**src/rtl/onedconv_buffer_loader_if.sv**
```systemverilog
// Bus between the 1-D conv buffer loader, its IFMAP/weight BRAMs and the lane buffers.
interface onedconv_buffer_loader_if #(
  parameter int unsigned DW        = 16,
  parameter int unsigned Dimension = 16,
  parameter int unsigned ADDR_W    = 10
);
  logic                    start;
  logic [ADDR_W-1:0]       ifmap_base_addr;
  logic [ADDR_W-1:0]       weight_base_addr;
  logic                    ifmap_bram_en;
  logic [ADDR_W-1:0]       ifmap_bram_addr;
  logic [DW-1:0]           ifmap_bram_rdata;
  logic                    weight_bram_en;
  logic [ADDR_W-1:0]       weight_bram_addr;
  logic [Dimension*DW-1:0] weight_bram_rdata;
  logic [DW-1:0]           ifmap_serial_in;
  logic [Dimension*DW-1:0] weight_brams_in;
  logic [Dimension-1:0]    en_shift_reg_ifmap_input;
  logic [Dimension-1:0]    en_shift_reg_weight_input;
  logic                    mode;
  logic                    busy;
  logic                    done;

  modport master (
    input  start, ifmap_base_addr, weight_base_addr, ifmap_bram_rdata, weight_bram_rdata,
    output ifmap_bram_en, ifmap_bram_addr, weight_bram_en, weight_bram_addr,
           ifmap_serial_in, weight_brams_in, en_shift_reg_ifmap_input,
           en_shift_reg_weight_input, mode, busy, done
  );

  modport slave (
    output start, ifmap_base_addr, weight_base_addr, ifmap_bram_rdata, weight_bram_rdata,
    input  ifmap_bram_en, ifmap_bram_addr, weight_bram_en, weight_bram_addr,
           ifmap_serial_in, weight_brams_in, en_shift_reg_ifmap_input,
           en_shift_reg_weight_input, mode, busy, done
  );
endinterface

```
**src/rtl/onedconv_buffer_loader.sv**
```systemverilog
// Sequences IFMAP and weight BRAM reads into the per-lane input shift buffers,
// inserting a leading zero-pad word per lane, then hands over via mode.
module onedconv_buffer_loader #(
  parameter int unsigned DW        = 16,
  parameter int unsigned Dimension = 16,
  parameter int unsigned ADDR_W    = 10
) (
  input  logic                       clk,
  input  logic                       rst,
  onedconv_buffer_loader_if.master   bus
);

  localparam int unsigned LANE_W = (Dimension > 1) ? $clog2(Dimension) : 1;
  localparam int unsigned K_W    = $clog2(Dimension + 1);
  localparam int unsigned WBUS_W = Dimension * DW;

  typedef enum logic [2:0] {
    IDLE,
    LOAD_IFMAP,
    LOAD_WEIGHT,
    DRAIN,
    DONE
  } state_t;

  state_t               state_q, state_d;
  logic [LANE_W-1:0]    lane_q, lane_d;
  logic [K_W-1:0]       k_q, k_d;
  logic [ADDR_W-1:0]    ibase_q, ibase_d;
  logic [ADDR_W-1:0]    wbase_q, wbase_d;
  logic                 ifmap_en_q, ifmap_en_d;
  logic [ADDR_W-1:0]    ifmap_addr_q, ifmap_addr_d;
  logic                 weight_en_q, weight_en_d;
  logic [ADDR_W-1:0]    weight_addr_q, weight_addr_d;
  logic [Dimension-1:0] shift_i_q, shift_i_d;
  logic                 pad_i_q, pad_i_d;
  logic                 shift_w_q, shift_w_d;
  logic                 pad_w_q, pad_w_d;
  logic                 mode_q, mode_d;
  logic                 busy_q, busy_d;
  logic                 done_q, done_d;

  always_ff @(posedge clk) begin
    if (rst) begin
      state_q       <= IDLE;
      lane_q        <= '0;
      k_q           <= '0;
      ibase_q       <= '0;
      wbase_q       <= '0;
      ifmap_en_q    <= 1'b0;
      ifmap_addr_q  <= '0;
      weight_en_q   <= 1'b0;
      weight_addr_q <= '0;
      shift_i_q     <= '0;
      pad_i_q       <= 1'b0;
      shift_w_q     <= 1'b0;
      pad_w_q       <= 1'b0;
      mode_q        <= 1'b0;
      busy_q        <= 1'b0;
      done_q        <= 1'b0;
    end else begin
      state_q       <= state_d;
      lane_q        <= lane_d;
      k_q           <= k_d;
      ibase_q       <= ibase_d;
      wbase_q       <= wbase_d;
      ifmap_en_q    <= ifmap_en_d;
      ifmap_addr_q  <= ifmap_addr_d;
      weight_en_q   <= weight_en_d;
      weight_addr_q <= weight_addr_d;
      shift_i_q     <= shift_i_d;
      pad_i_q       <= pad_i_d;
      shift_w_q     <= shift_w_d;
      pad_w_q       <= pad_w_d;
      mode_q        <= mode_d;
      busy_q        <= busy_d;
      done_q        <= done_d;
    end
  end

  // Slot sequencing; BRAM reads are registered from the next slot so that
  // the read of a slot is presented in the same cycle the slot is issued.
  always_comb begin
    state_d = state_q;
    lane_d  = lane_q;
    k_d     = k_q;
    ibase_d = ibase_q;
    wbase_d = wbase_q;
    mode_d  = mode_q;

    case (state_q)
      IDLE: begin
        if (bus.start) begin
          state_d = LOAD_IFMAP;
          lane_d  = '0;
          k_d     = '0;
          ibase_d = bus.ifmap_base_addr;
          wbase_d = bus.weight_base_addr;
          mode_d  = 1'b0;
        end
      end
      LOAD_IFMAP: begin
        if (k_q == K_W'(Dimension)) begin
          k_d = '0;
          if (lane_q == LANE_W'(Dimension - 1)) begin
            state_d = LOAD_WEIGHT;
          end else begin
            lane_d = lane_q + LANE_W'(1);
          end
        end else begin
          k_d = k_q + K_W'(1);
        end
      end
      LOAD_WEIGHT: begin
        if (k_q == K_W'(Dimension)) begin
          state_d = DRAIN;
          k_d     = '0;
        end else begin
          k_d = k_q + K_W'(1);
        end
      end
      DRAIN:   state_d = DONE;
      DONE:    state_d = IDLE;
      default: state_d = IDLE;
    endcase

    if (state_d == DONE) begin
      mode_d = 1'b1;
    end

    ifmap_en_d    = (state_d == LOAD_IFMAP) && (k_d != '0);
    ifmap_addr_d  = ifmap_en_d
                  ? ibase_d + ADDR_W'(lane_d) * ADDR_W'(Dimension) + ADDR_W'(k_d) - ADDR_W'(1)
                  : '0;
    weight_en_d   = (state_d == LOAD_WEIGHT) && (k_d != '0);
    weight_addr_d = weight_en_d ? wbase_d + ADDR_W'(k_d) - ADDR_W'(1) : '0;

    // Shift enables lag the issued slot by the one-cycle read latency.
    shift_i_d = '0;
    if (state_q == LOAD_IFMAP) begin
      shift_i_d[lane_q] = 1'b1;
    end
    pad_i_d   = (state_q == LOAD_IFMAP) && (k_q == '0);
    shift_w_d = (state_q == LOAD_WEIGHT);
    pad_w_d   = shift_w_d && (k_q == '0);

    busy_d = (state_d == LOAD_IFMAP) || (state_d == LOAD_WEIGHT) || (state_d == DRAIN);
    done_d = (state_d == DONE);
  end

  assign bus.ifmap_bram_en             = ifmap_en_q;
  assign bus.ifmap_bram_addr           = ifmap_addr_q;
  assign bus.weight_bram_en            = weight_en_q;
  assign bus.weight_bram_addr          = weight_addr_q;
  assign bus.en_shift_reg_ifmap_input  = shift_i_q;
  assign bus.en_shift_reg_weight_input = {Dimension{shift_w_q}};
  assign bus.mode                      = mode_q;
  assign bus.busy                      = busy_q;
  assign bus.done                      = done_q;

  // Read data passes straight through on data slots; pad slots and idle cycles give zero.
  assign bus.ifmap_serial_in = ((|shift_i_q) && !pad_i_q) ? bus.ifmap_bram_rdata  : DW'(0);
  assign bus.weight_brams_in = (shift_w_q && !pad_w_q)    ? bus.weight_bram_rdata : WBUS_W'(0);

endmodule

```
**src/flat_wrapper.sv**
```systemverilog
// flat-port wrapper written by rule: the top's interface ports become plain ports
module onedconv_buffer_loader_flat 
#(
  parameter int unsigned DW        = 16,
  parameter int unsigned Dimension = 16,
  parameter int unsigned ADDR_W    = 10
)
  (clk, rst, bus_start, bus_ifmap_base_addr, bus_weight_base_addr, bus_ifmap_bram_rdata, bus_weight_bram_rdata, bus_ifmap_bram_en, bus_ifmap_bram_addr, bus_weight_bram_en, bus_weight_bram_addr, bus_ifmap_serial_in, bus_weight_brams_in, bus_en_shift_reg_ifmap_input, bus_en_shift_reg_weight_input, bus_mode, bus_busy, bus_done);
  onedconv_buffer_loader_if #(.DW(DW), .Dimension(Dimension), .ADDR_W(ADDR_W)) bus_i ();
  input  logic clk;
  input  logic rst;
  input wire logic [$bits(bus_i.start)-1:0] bus_start;
  input wire logic [$bits(bus_i.ifmap_base_addr)-1:0] bus_ifmap_base_addr;
  input wire logic [$bits(bus_i.weight_base_addr)-1:0] bus_weight_base_addr;
  input wire logic [$bits(bus_i.ifmap_bram_rdata)-1:0] bus_ifmap_bram_rdata;
  input wire logic [$bits(bus_i.weight_bram_rdata)-1:0] bus_weight_bram_rdata;
  output wire logic [$bits(bus_i.ifmap_bram_en)-1:0] bus_ifmap_bram_en;
  output wire logic [$bits(bus_i.ifmap_bram_addr)-1:0] bus_ifmap_bram_addr;
  output wire logic [$bits(bus_i.weight_bram_en)-1:0] bus_weight_bram_en;
  output wire logic [$bits(bus_i.weight_bram_addr)-1:0] bus_weight_bram_addr;
  output wire logic [$bits(bus_i.ifmap_serial_in)-1:0] bus_ifmap_serial_in;
  output wire logic [$bits(bus_i.weight_brams_in)-1:0] bus_weight_brams_in;
  output wire logic [$bits(bus_i.en_shift_reg_ifmap_input)-1:0] bus_en_shift_reg_ifmap_input;
  output wire logic [$bits(bus_i.en_shift_reg_weight_input)-1:0] bus_en_shift_reg_weight_input;
  output wire logic [$bits(bus_i.mode)-1:0] bus_mode;
  output wire logic [$bits(bus_i.busy)-1:0] bus_busy;
  output wire logic [$bits(bus_i.done)-1:0] bus_done;
  assign bus_i.start = bus_start;
  assign bus_i.ifmap_base_addr = bus_ifmap_base_addr;
  assign bus_i.weight_base_addr = bus_weight_base_addr;
  assign bus_i.ifmap_bram_rdata = bus_ifmap_bram_rdata;
  assign bus_i.weight_bram_rdata = bus_weight_bram_rdata;
  assign bus_ifmap_bram_en = bus_i.ifmap_bram_en;
  assign bus_ifmap_bram_addr = bus_i.ifmap_bram_addr;
  assign bus_weight_bram_en = bus_i.weight_bram_en;
  assign bus_weight_bram_addr = bus_i.weight_bram_addr;
  assign bus_ifmap_serial_in = bus_i.ifmap_serial_in;
  assign bus_weight_brams_in = bus_i.weight_brams_in;
  assign bus_en_shift_reg_ifmap_input = bus_i.en_shift_reg_ifmap_input;
  assign bus_en_shift_reg_weight_input = bus_i.en_shift_reg_weight_input;
  assign bus_mode = bus_i.mode;
  assign bus_busy = bus_i.busy;
  assign bus_done = bus_i.done;
  onedconv_buffer_loader #(.DW(DW), .Dimension(Dimension), .ADDR_W(ADDR_W)) u_core (.clk(clk), .rst(rst), .bus(bus_i));
endmodule
```
**config.mk**
```make
export PLATFORM = sky130hd
export DESIGN_NAME = onedconv_buffer_loader_flat
export DESIGN_NICKNAME = d
export VERILOG_FILES = /design/src/rtl/onedconv_buffer_loader_if.sv /design/src/rtl/onedconv_buffer_loader.sv /design/src/flat_wrapper.sv
export SDC_FILE = /design/constraint.sdc
export NUM_CORES = 1
export LEC_CHECK = 0
export ABC_AREA = 1
export ABC_CLOCK_PERIOD_IN_PS = 4940
export CELL_PAD_IN_SITES_DETAIL_PLACEMENT = 1
export CELL_PAD_IN_SITES_GLOBAL_PLACEMENT = 1
export CORE_AREA = 2 2 245 247
export DETAILED_ROUTE_END_ITERATION = 12
export DIE_AREA = 0 0 247 249
export GPL_TIMING_DRIVEN = 0
export PLACE_DENSITY = 0.5
export SYNTH_ARGS = -nofsm -noshare
export SYNTH_HDL_FRONTEND = slang
export SYNTH_SLANG_ARGS = --single-unit
```
**constraint.sdc**
```tcl
create_clock -name clk -period 4.94 [get_ports clk]
set_input_delay 1.235 -clock clk [delete_from_list [all_inputs] [get_ports clk]]
set_output_delay 1.235 -clock clk [all_outputs]
set_load 0.1 [all_outputs]
```
==> impl_metrics.tcl, run 1 <==
set metrics [dict create \
    status "completed" \
    syn_to_final_growth_pct 123 \
    comb_power_share_pct 34.1 \
    finalNetCount 2033 \
    maxCapViolations 0 \
    r2r-end "u_core.bus.ifmap_bram_addr[7]" \
    wl_per_cell_microns 21.8 \
    finalCritPeriodShare_pct 97.5 \
    grt_max_degree 18 \
    clk_pin_slew_ns 0.06 \
    cts_resized 39 \
    finalClockSkew_ns 0.00631 \
    cts_sinks 76 \
    crit_arrival_ns 3.58 \
    htree_levels 3 \
    finalMaxSlewViolations 0 \
    cts-buffers-inserted 9 \
    initial_core_util_pct 10.4 \
    io_buffers 623 \
    post_cts_buffers 0 \
    crit_path_start_kind "register" \
    netlist_area_sq_um 6120 \
    cts-root-buf "clkbuf_16" \
    r2r_start "u_core.state_q[0]" \
    power.density_nw_per_um2 164 \
    syn-num-nets 1399 \
    layout_min_cycle_time_ns 4.82 \
    antenna_found_initial 21 \
    num_vias 8538 \
    ys_types 34 \
    drtIter0Drc 262 \
    rsz0062_at_grt "no" \
    wl_microns 54100 \
    clk-insertion-delay-late_ns 0.35 \
    overflow 0 \
    cts_tree "yes" \
    required_ns 3.70 \
    drc 0 \
    grt_use_total_pct 16.9 \
    tns_ns 0 \
    avgSynthCellArea_sq_um 5.78 \
    dr.pass1.iters 4 \
    yosys_warnings 0 \
    hold_depth 2 \
    reg2regPathDepth 14 \
    power.internal_mw 1.55 \
    r2r_slack_ns 1.60 \
    worstHoldPathType "register to register" \
    num_rows 89 \
    ant_nets 0 \
    fmax_mhz 208 \
    relSlewSlack_pct 10.2 \
    final-seq-area_sq_um 1520 \
    die-area_sq_um 61500 \
    synthCells 1060 \
    io_pins 624 \
    utilization_pct 23.3 \
    hold_viol 0 \
    fillers 7241 \
    p_clk_share_pct 37.2 \
    gp_congestion 0.924 \
    die_w_microns 247 \
    ys_ff_latch 76 \
    holdPathEnd "u_core.bus.mode" \
    p_sw_mw 0.687 \
    leakage_nw 6.84 \
    layout-drive-gt1-share_pct 5.00 \
    seq_area_frac_synth_pct 24.8 \
    setup_viol 0 \
    multi_input_area_sq_um 2990 \
    critPathKind "register to primary output" \
    postCtsHoldBufs 0 \
    crit_path_max_fanout 17 \
    grt_pass1_wl_microns 72100 \
    dp_hpwl_microns 49300 \
    die_h_microns 249 \
    vias_per_cell 3.44 \
    cts.path.max_buffers 2 \
    core_sq_um 58700 \
    grt_pass1_vias 8892 \
    worstMarginPinSlew_ns 1.35 \
    hold_start "u_core.bus.mode" \
    peakVddDrop_mv 0.153 \
    sw_frac_of_total_pct 30.7 \
    cp-end-kind "primary output" \
    p_seq_share_pct 28.7 \
]
cell families (layout without fill, tap and decap cells):
group | count (synthesis) | count (layout) | share of synthesized area [%]
and+or+nand+nor | 478 | 478 | 32.8
buffers and inverters | 406 | 1045 | 26.4
DFF | 76 | 76 | 24.8
adders and majority gates | 44 | 44 | 9.36
AOI/OAI and AO/OA | 33 | 33 | 3.06
muxes | 13 | 13 | 2.12
xor gates and xnor gates | 10 | 10 | 1.43
other | 0 | 8 | 0
final cells by class:
| cell class | count | area share, % |
|---|---|---|
| Clock inverter | 7 | 1.06 |
| Antenna cell | 8 | 0.146 |
| Tap cell | 773 | 7.07 |
| Multi-Input combinational cell | 578 | 21.8 |
| Clock buffer | 9 | 1.65 |
| Sequential cell | 76 | 11.1 |
| Timing Repair Buffer | 623 | 45.3 |
| Buffer | 53 | 2.11 |
| Inverter | 353 | 9.70 |
how the worst max path moves through the flow:
stage / start / endpoint
after floorplan: u_core.bus.en_shift_reg_ifmap_input[13] / bus_ifmap_serial_in[10]
after global placement: u_core.shift_w_q / bus_weight_brams_in[17]
after detailed placement: u_core.shift_w_q / bus_weight_brams_in[17]
after CTS: u_core.shift_w_q / bus_weight_brams_in[105]
after global routing: u_core.shift_w_q / bus_weight_brams_in[61]
final: u_core.shift_w_q / bus_weight_brams_in[91]
stage by stage:
| stage | power [mW] | setup slack (ns) | instance area, sq um | std cells | hold WS [ns] |
|---|---|---|---|---|---|
| floorplan | 1.07 | 0.891 | 6120 | 1060 | 0.466 |
| global placement | 1.42 | -0.305 | 13300 | 2456 | 0.458 |
| detailed placement | 1.43 | -0.354 | 13300 | 2456 | 0.460 |
| CTS | 2.28 | 0.0797 | 13700 | 2472 | 0.469 |
| global route | 2.38 | 0.0132 | 13700 | 2476 | 0.491 |
| finish | 2.24 | 0.123 | 13700 | 2480 | 0.465 |
power by group through the flow:
stage | Combinational [mW] | Sequential (mW) | Clock [mW]
6_report | 0.763 | 0.643 | 0.832
5_1_grt | 0.851 | 0.645 | 0.886
4_1_cts | 0.779 | 0.643 | 0.862
3_5_place_dp | 0.772 | 0.657 | 0
3_3_place_gp | 0.765 | 0.656 | 0
2_1_floorplan | 0.359 | 0.712 | 0
registers in the layout (all words and copies together), names as in the netlist, 3 cells and up:
signal                               count
u_core.bus.en_shift_reg_ifmap_input     16
u_core.bus.ifmap_bram_addr              10
u_core.bus.weight_bram_addr             10
u_core.ibase_q                          10
u_core.k_q                               5
u_core.lane_q                            4
u_core.state_q                           3
u_core.wbase_q                          10
layout by cell type (no fill, tap or decap), types with 8 or more instances in the layout:
| cell | instances |
|---|---|
| mux2i_1 | 13 |
| clkbuf_1 | 33 |
| ha_1 | 41 |
| dfxtp_1 | 75 |
| buf_4 | 16 |
| a21oi_1 | 16 |
| clkdlybuf4s50_1 | 584 |
| nand2_1 | 69 |
| clkbuf_16 | 9 |
| nand3_1 | 22 |
| diode_2 | 8 |
| nor2_2 | 21 |
| nor2_1 | 335 |
| xor2_1 | 8 |
| inv_1 | 347 |
| dlygate4sd2_1 | 35 |
critical path, cell delays in order, from the launching register on:
cell,delay [ns]
dfxtp_2,0.71
nand2_1,0.34
clkbuf_1,0.33
clkbuf_1,0.29
nor2_1,0.33
clkdlybuf4s50_1,1.21
cell usage after synthesis (all sizes together):
master	instances	share of area, %
a21o	2	0.25
a21oi	17	1.5
a31o	1	0.14
a31oi	2	0.20
buf	20	2.7
clkbuf	33	2.0
dfxtp	76	25
fa	3	0.98
ha	41	8.4
inv	353	22
mux2i	13	2.1
nand2	75	5.0
nand3	27	2.9
nand3b	4	0.49
nand4	5	0.51
nor2	358	23
nor3	2	0.16
nor4	4	0.41
o21ai	11	1.0
or2	3	0.31
xnor2	2	0.29
xor2	8	1.1
metal layers:
metal / part of all wire [%] / routed length (microns) / vias up / GRT usage [%]
met1: 36 / 19400 / 3961 / 17.3
li1: - / - / 4208 / -
met3: 12 / 6240 / 53 / 8.53
met5: 0.24 / 132 / - / 0
met2: 50 / 27100 / 296 / 29.5
met4: 2.4 / 1320 / 20 / 5.92
No activity file was read; power rests on OpenSTA's default activity.
==> run 2, diff against run 1 <==
--- a/config.mk
+++ b/config.mk
@@ -7,13 +7,14 @@
 export LEC_CHECK = 0
 export ABC_AREA = 1
 export ABC_CLOCK_PERIOD_IN_PS = 4940
-export CELL_PAD_IN_SITES_DETAIL_PLACEMENT = 1
+export CELL_PAD_IN_SITES_DETAIL_PLACEMENT = 0
 export CELL_PAD_IN_SITES_GLOBAL_PLACEMENT = 1
-export CORE_AREA = 2 2 245 247
+export CORE_AREA = 2 2 241 243
 export DETAILED_ROUTE_END_ITERATION = 12
-export DIE_AREA = 0 0 247 249
+export DIE_AREA = 0 0 243 245
+export DONT_BUFFER_PORTS = 1
 export GPL_TIMING_DRIVEN = 0
-export PLACE_DENSITY = 0.5
+export PLACE_DENSITY = 0.3
 export SYNTH_ARGS = -nofsm -noshare
 export SYNTH_HDL_FRONTEND = slang
 export SYNTH_SLANG_ARGS = --single-unit
==> run 2 against run 1 <==
  * Critical path type unchanged
  * The run now ends with max-capacitance violations, negative setup slack left
  * Highest routed layer unchanged
  * Non-clock buffer count fell by 614
  * Final cell count shrank 25%
  * Worst hold slack gained 0.038 ns
  * Global-route usage up 0.63 points
  * Critical endpoint is now bus_weight_brams_in[233]
  * Wire length grew 0.69%
==> impl_metrics.tcl, run 2 (synthesis gave the netlist of run 1 again) <==
set metrics [dict create \
    num_rows 88 \
    dp_slack_ns 0.262 \
    r2r_slack_ns 1.56 \
    clk_pin_slew_ns 0.07 \
    syn_to_final_growth_pct 41.6 \
    initial_core_util_pct 10.7 \
    fmax_mhz 199 \
    cts.path.max_buffers 2 \
    core_sq_um 57000 \
    worstMarginPinSlew_ns 1.48 \
    final_cell_mix "inv_1 (347), nor2_2 (218), nor2_4 (77)" \
    vias_per_cell 3.42 \
    ant_nets 0 \
    tns_ns -0.513 \
    setup_viol 13 \
    maxCapViolations 1 \
    power.density_nw_per_um2 232 \
    hold_ws_ns 0.503 \
    mostFrequentLayoutCell "inv_1" \
    drtIter0Drc 383 \
    cts_tree "yes" \
    total_power_mw 2.01 \
    gp_congestion 0.911 \
    leakage_nw 4.34 \
    htree_levels 3 \
    antenna_found_initial 7 \
    finalClockSkew_ns 0.00730 \
    required_ns 3.70 \
    grt_pass1_wl_microns 67300 \
    wl_microns 54500 \
    die_h_microns 245 \
    crit_arrival_ns 3.78 \
    post_cts_buffers 0 \
    overflow 0 \
    reg2regPathDepth 14 \
    crit_path_max_fanout 17 \
    finalCritPeriodShare_pct 102 \
    worstHoldPathType "register to register" \
    cp-endpoint "bus_weight_brams_in[233]" \
    layout-drive-gt1-share_pct 33.5 \
    cp-end-kind "primary output" \
    cts_sinks 76 \
    dr.pass1.iters 4 \
    critPathKind "register to primary output" \
    drc 0 \
    grt_max_degree 18 \
    dp_hpwl_microns 50600 \
    die-area_sq_um 59500 \
    status "finished, violations left" \
    grt_pass1_vias 6311 \
    clk-insertion-delay-late_ns 0.37 \
    layout_min_cycle_time_ns 5.02 \
    rsz0062_at_grt "yes" \
    io_pins 624 \
    grt_use_total_pct 17.5 \
    r2r_start "u_core.state_q[0]" \
    finalNetCount 1419 \
    crit_path_start "u_core.shift_w_q" \
    io_buffers 0 \
    violations "max-capacitance violations, negative setup slack" \
    hold_viol 0 \
    relSlewSlack_pct 1.39 \
    wl_per_cell_microns 29.4 \
    finalMaxSlewViolations 0 \
    r2r-end "u_core.bus.ifmap_bram_addr[7]" \
    crit_path_start_kind "register" \
    cts-buffers-inserted 9 \
    cts-root-buf "clkbuf_16" \
    worst_slack_ns -0.0779 \
    peakVddDrop_mv 0.162 \
    largest_register_ffs 16 \
    die_w_microns 243 \
    num_vias 6328 \
]
-- run 2: cell count changes in the layout (fill, tap and decap cells not counted), sizes merged, moves of 3 or more --
cell           change
dlygate4sd2       -35
diode              -6
buf                +9
clkdlybuf4s50    -584
dlymetal6s2s       -3
-- run 2: worst min path at each step --
stage,startpoint,end,cells after the start
after global routing,u_core.wbase_q[2],u_core.wbase_q[2],2
final,u_core.ibase_q[2],u_core.ibase_q[2],2
after detailed placement,u_core.ibase_q[2],u_core.ibase_q[2],2
after CTS,u_core.ibase_q[2],u_core.ibase_q[2],2
after global placement,u_core.ibase_q[2],u_core.ibase_q[2],2
after floorplan,u_core.ibase_q[3],u_core.ibase_q[3],2
-- run 2: where the power goes --
part           total, mW  internal, mW  switching [mW]
sequential         0.701         0.634          0.0673
clock              0.816         0.498           0.318
combinational      0.496         0.154           0.341
-- run 2: through the flow --
| stage | std cells | area (sq um) | util (%) |
|---|---|---|---|
| floorplan | 1060 | 6120 | - |
| global placement | 1825 | 7080 | 12.4 |
| detailed placement | 1831 | 7900 | 13.8 |
| CTS | 1847 | 8330 | 14.6 |
| global route | 1850 | 8670 | 15.2 |
| finish | 1852 | 8670 | 15.2 |
-- run 2: cell type report --
cell class,instances,area (sq um)
fillers,6721,48400
inverters,353,1330
clock inverters,7,123
well taps,765,957
diodes,2,5.00
clock buffers,9,225
flip-flops and latches,76,1520
repair buffers,9,180
multi-input cells,578,4040
plain buffers,53,289
-- run 2: repair_timing --
action / CTS / global route
hold buffers: 0 / 0
gates resized for setup: 17 / 34
setup endpoints to repair: 81 / 56
-- run 2: worst max-delay path: stages (launching register included) --
cell	delay [ns]
dfxtp_1	0.80
nand2_1	0.51
clkbuf_1	0.42
clkbuf_1	0.46
nor2_2	1.17
-- run 2: per-layer routing --
| layer | vias up | part of all wire (%) | global-route usage, % |
|---|---|---|---|
| met2 | 373 | 35 | 21.0 |
| met3 | 31 | 25 | 20.3 |
| met4 | 12 | 0.94 | 2.42 |
| met1 | 2941 | 39 | 20.1 |
| met5 | - | 0.15 | 0 |
| li1 | 2971 | - | - |
==> run 3, diff against run 2 <==
--- a/config.mk
+++ b/config.mk
@@ -6,7 +6,7 @@
 export NUM_CORES = 1
 export LEC_CHECK = 0
 export ABC_AREA = 1
-export ABC_CLOCK_PERIOD_IN_PS = 4940
+export ABC_CLOCK_PERIOD_IN_PS = 6070
 export CELL_PAD_IN_SITES_DETAIL_PLACEMENT = 0
 export CELL_PAD_IN_SITES_GLOBAL_PLACEMENT = 1
 export CORE_AREA = 2 2 241 243
==> constraint.sdc (replaced) <==
create_clock -name clk -period 6.07 [get_ports clk]
set_input_delay 1.5175 -clock clk [delete_from_list [all_inputs] [get_ports clk]]
set_output_delay 1.5175 -clock clk [all_outputs]
set_load 0.1 [all_outputs]
==> run 3 against run 2 <==
  * The run ends with max-capacitance violations left
  * Wire length about the same
  * Register-to-register slack improved by 1.1 ns
  * First-iteration DRC count decreased by 4.7%
  * Non-clock buffer count unchanged
  * Clock-buffer cell count unchanged
  * Via count increased by 0.49%
  * Die area unchanged
  * Sequential share of layout area increased by 0.47 points
  * Worst hold slack about the same
  * Clock power decreased by 19%
  * Final area decreased by 2.6%
  * Sequential power decreased by 19%
  * Highest routed layer unchanged
==> impl_metrics.tcl, run 3 (synthesis gave the netlist of run 1 again) <==
set metrics [dict create \
    status "finished, violations left" \
    violations "max-capacitance violations" \
    fillers 6729 \
    crit_path_max_fanout 17 \
    finalClockSkew_ns 0.00762 \
    cts-root-buf "clkbuf_16" \
    power.density_nw_per_um2 193 \
    globalRouteMet3Util_pct 20.2 \
    clk_pin_slew_ns 0.07 \
    tns_ns 0 \
    drtIter0Drc 365 \
    maxCapViolations 1 \
    cp_cell_sequence "nand2_1 > clkbuf_1 > clkbuf_1 > nor2_2" \
    ant_nets 0 \
    worst_path_max_delay_cell "nor2_2" \
    overflow 0 \
    drc 0 \
    post_cts_buffers 0 \
    cts_sinks 76 \
    die_h_microns 245 \
    postCtsHoldBufs 0 \
    dp_hpwl_microns 50600 \
    worstMarginPinSlew_ns 1.49 \
    layout-drive-gt1-share_pct 33.5 \
    cts_tree "yes" \
    die-area_sq_um 59500 \
    htree_levels 3 \
    largest_register_ffs 16 \
    grt_use_total_pct 17.5 \
    crit_path_start_kind "register" \
    hold_ws_ns 0.503 \
    crit_top_cell "clkbuf_1" \
    relSlewSlack_pct 0.319 \
    num_vias 6359 \
    final_cell_mix "inv_1 (347), nor2_2 (264), dfxtp_1 (76)" \
    cts.path.max_buffers 2 \
    worstHoldPathType "register to register" \
    design_area_sq_um 8450 \
    cp_top_family "simple AND/OR/NAND/NOR gates" \
    io_buffers 0 \
    gp_congestion 0.911 \
    clk-insertion-delay-late_ns 0.36 \
    total_power_mw 1.63 \
    finalNetCount 1419 \
    layout_min_cycle_time_ns 5.31 \
    leakage_nw 4.32 \
    io_pins 624 \
    grtUsageMet2_pct 21.0 \
    cts-buffers-inserted 9 \
    initial_core_util_pct 10.7 \
    core_sq_um 57000 \
    rsz0062_at_grt "no" \
    peakVddDrop_mv 0.131 \
    finalCritPeriodShare_pct 87.5 \
    finalMaxSlewViolations 0 \
    setup_viol 0 \
    fmax_mhz 188 \
    grt_pass1_wl_microns 67200 \
    mostFrequentLayoutCell "inv_1" \
    num_rows 88 \
    critPathKind "register to primary output" \
    cts_resized 0 \
    cp-end-kind "primary output" \
    die_w_microns 243 \
    grt_pass1_vias 6324 \
    critPathMaxStageDelay_ns 1.20 \
    dr.pass1.iters 4 \
    met1_usage_pct 20.1 \
    grt_max_degree 18 \
    placed_area_sq_um 7900 \
    wl_microns 54500 \
    hold_viol 0 \
    wl_per_cell_microns 29.4 \
    top_usage_layer "met2" \
    crit_arrival_ns 3.79 \
    syn_to_final_growth_pct 37.9 \
    vias_per_cell 3.43 \
    cp_num_buf_inv 2 \
    antenna_found_initial 7 \
    required_ns 4.55 \
]
## run 3: power breakdown
| part | leakage [nW] | internal (mW) | switching (mW) |
|---|---|---|---|
| sequential | 0.618 | 0.516 | 0.0551 |
| combinational | 3.54 | 0.125 | 0.272 |
| clock | 0.163 | 0.405 | 0.258 |
| total | 4.32 | 1.05 | 0.586 |
## run 3: worst paths after layout
path,startpoint,to,slack [ns],cells past startpoint
max,u_core.shift_w_q,bus_weight_brams_in[235],0.76,4
min,u_core.ibase_q[2],u_core.ibase_q[2],0.50,2
max reg2reg,u_core.state_q[0],u_core.bus.ifmap_bram_addr[7],2.68,14
min reg2reg,u_core.ibase_q[2],u_core.ibase_q[2],0.50,2
## run 3: routing by layer
| layer | routed length [microns] | part of all wire, % |
|---|---|---|
| met1 | 21800 | 40 |
| met4 | 508 | 0.93 |
| met2 | 19000 | 35 |
| met5 | 66 | 0.12 |
| met3 | 13100 | 24 |
## run 3: cell type report
class,instances,area (sq um),area share [%]
plain buffers,53,289,3.42
clock buffers,9,225,2.67
diodes,4,10.0,0.119
inverters,353,1330,15.7
flip-flops and latches,76,1520,18.0
clock inverters,7,123,1.45
repair buffers,9,180,2.13
multi-input cells,578,3810,45.1
well taps,765,957,11.3
## run 3: per-stage QoR
stage,setup WS (ns),std cells,util (%)
2_1_floorplan,1.74,1060,-
4_1_cts,0.701,1847,14.5
6_report,0.758,1854,14.8
3_3_place_gp,0.595,1825,12.4
5_1_grt,0.550,1850,14.8
3_5_place_dp,1.11,1831,13.8
## run 3: worst register-to-register path, delay by kind of cell (launching register included)
family / cells / cell delay [ns]
fa+ha+maj: 3 / 1.07
simple gates: 3 / 0.36
compound gates: 2 / 0.34
flops: 1 / 0.44
buf+inv: 4 / 0.60
mux: 1 / 0.27
xor+xnor: 1 / 0.20
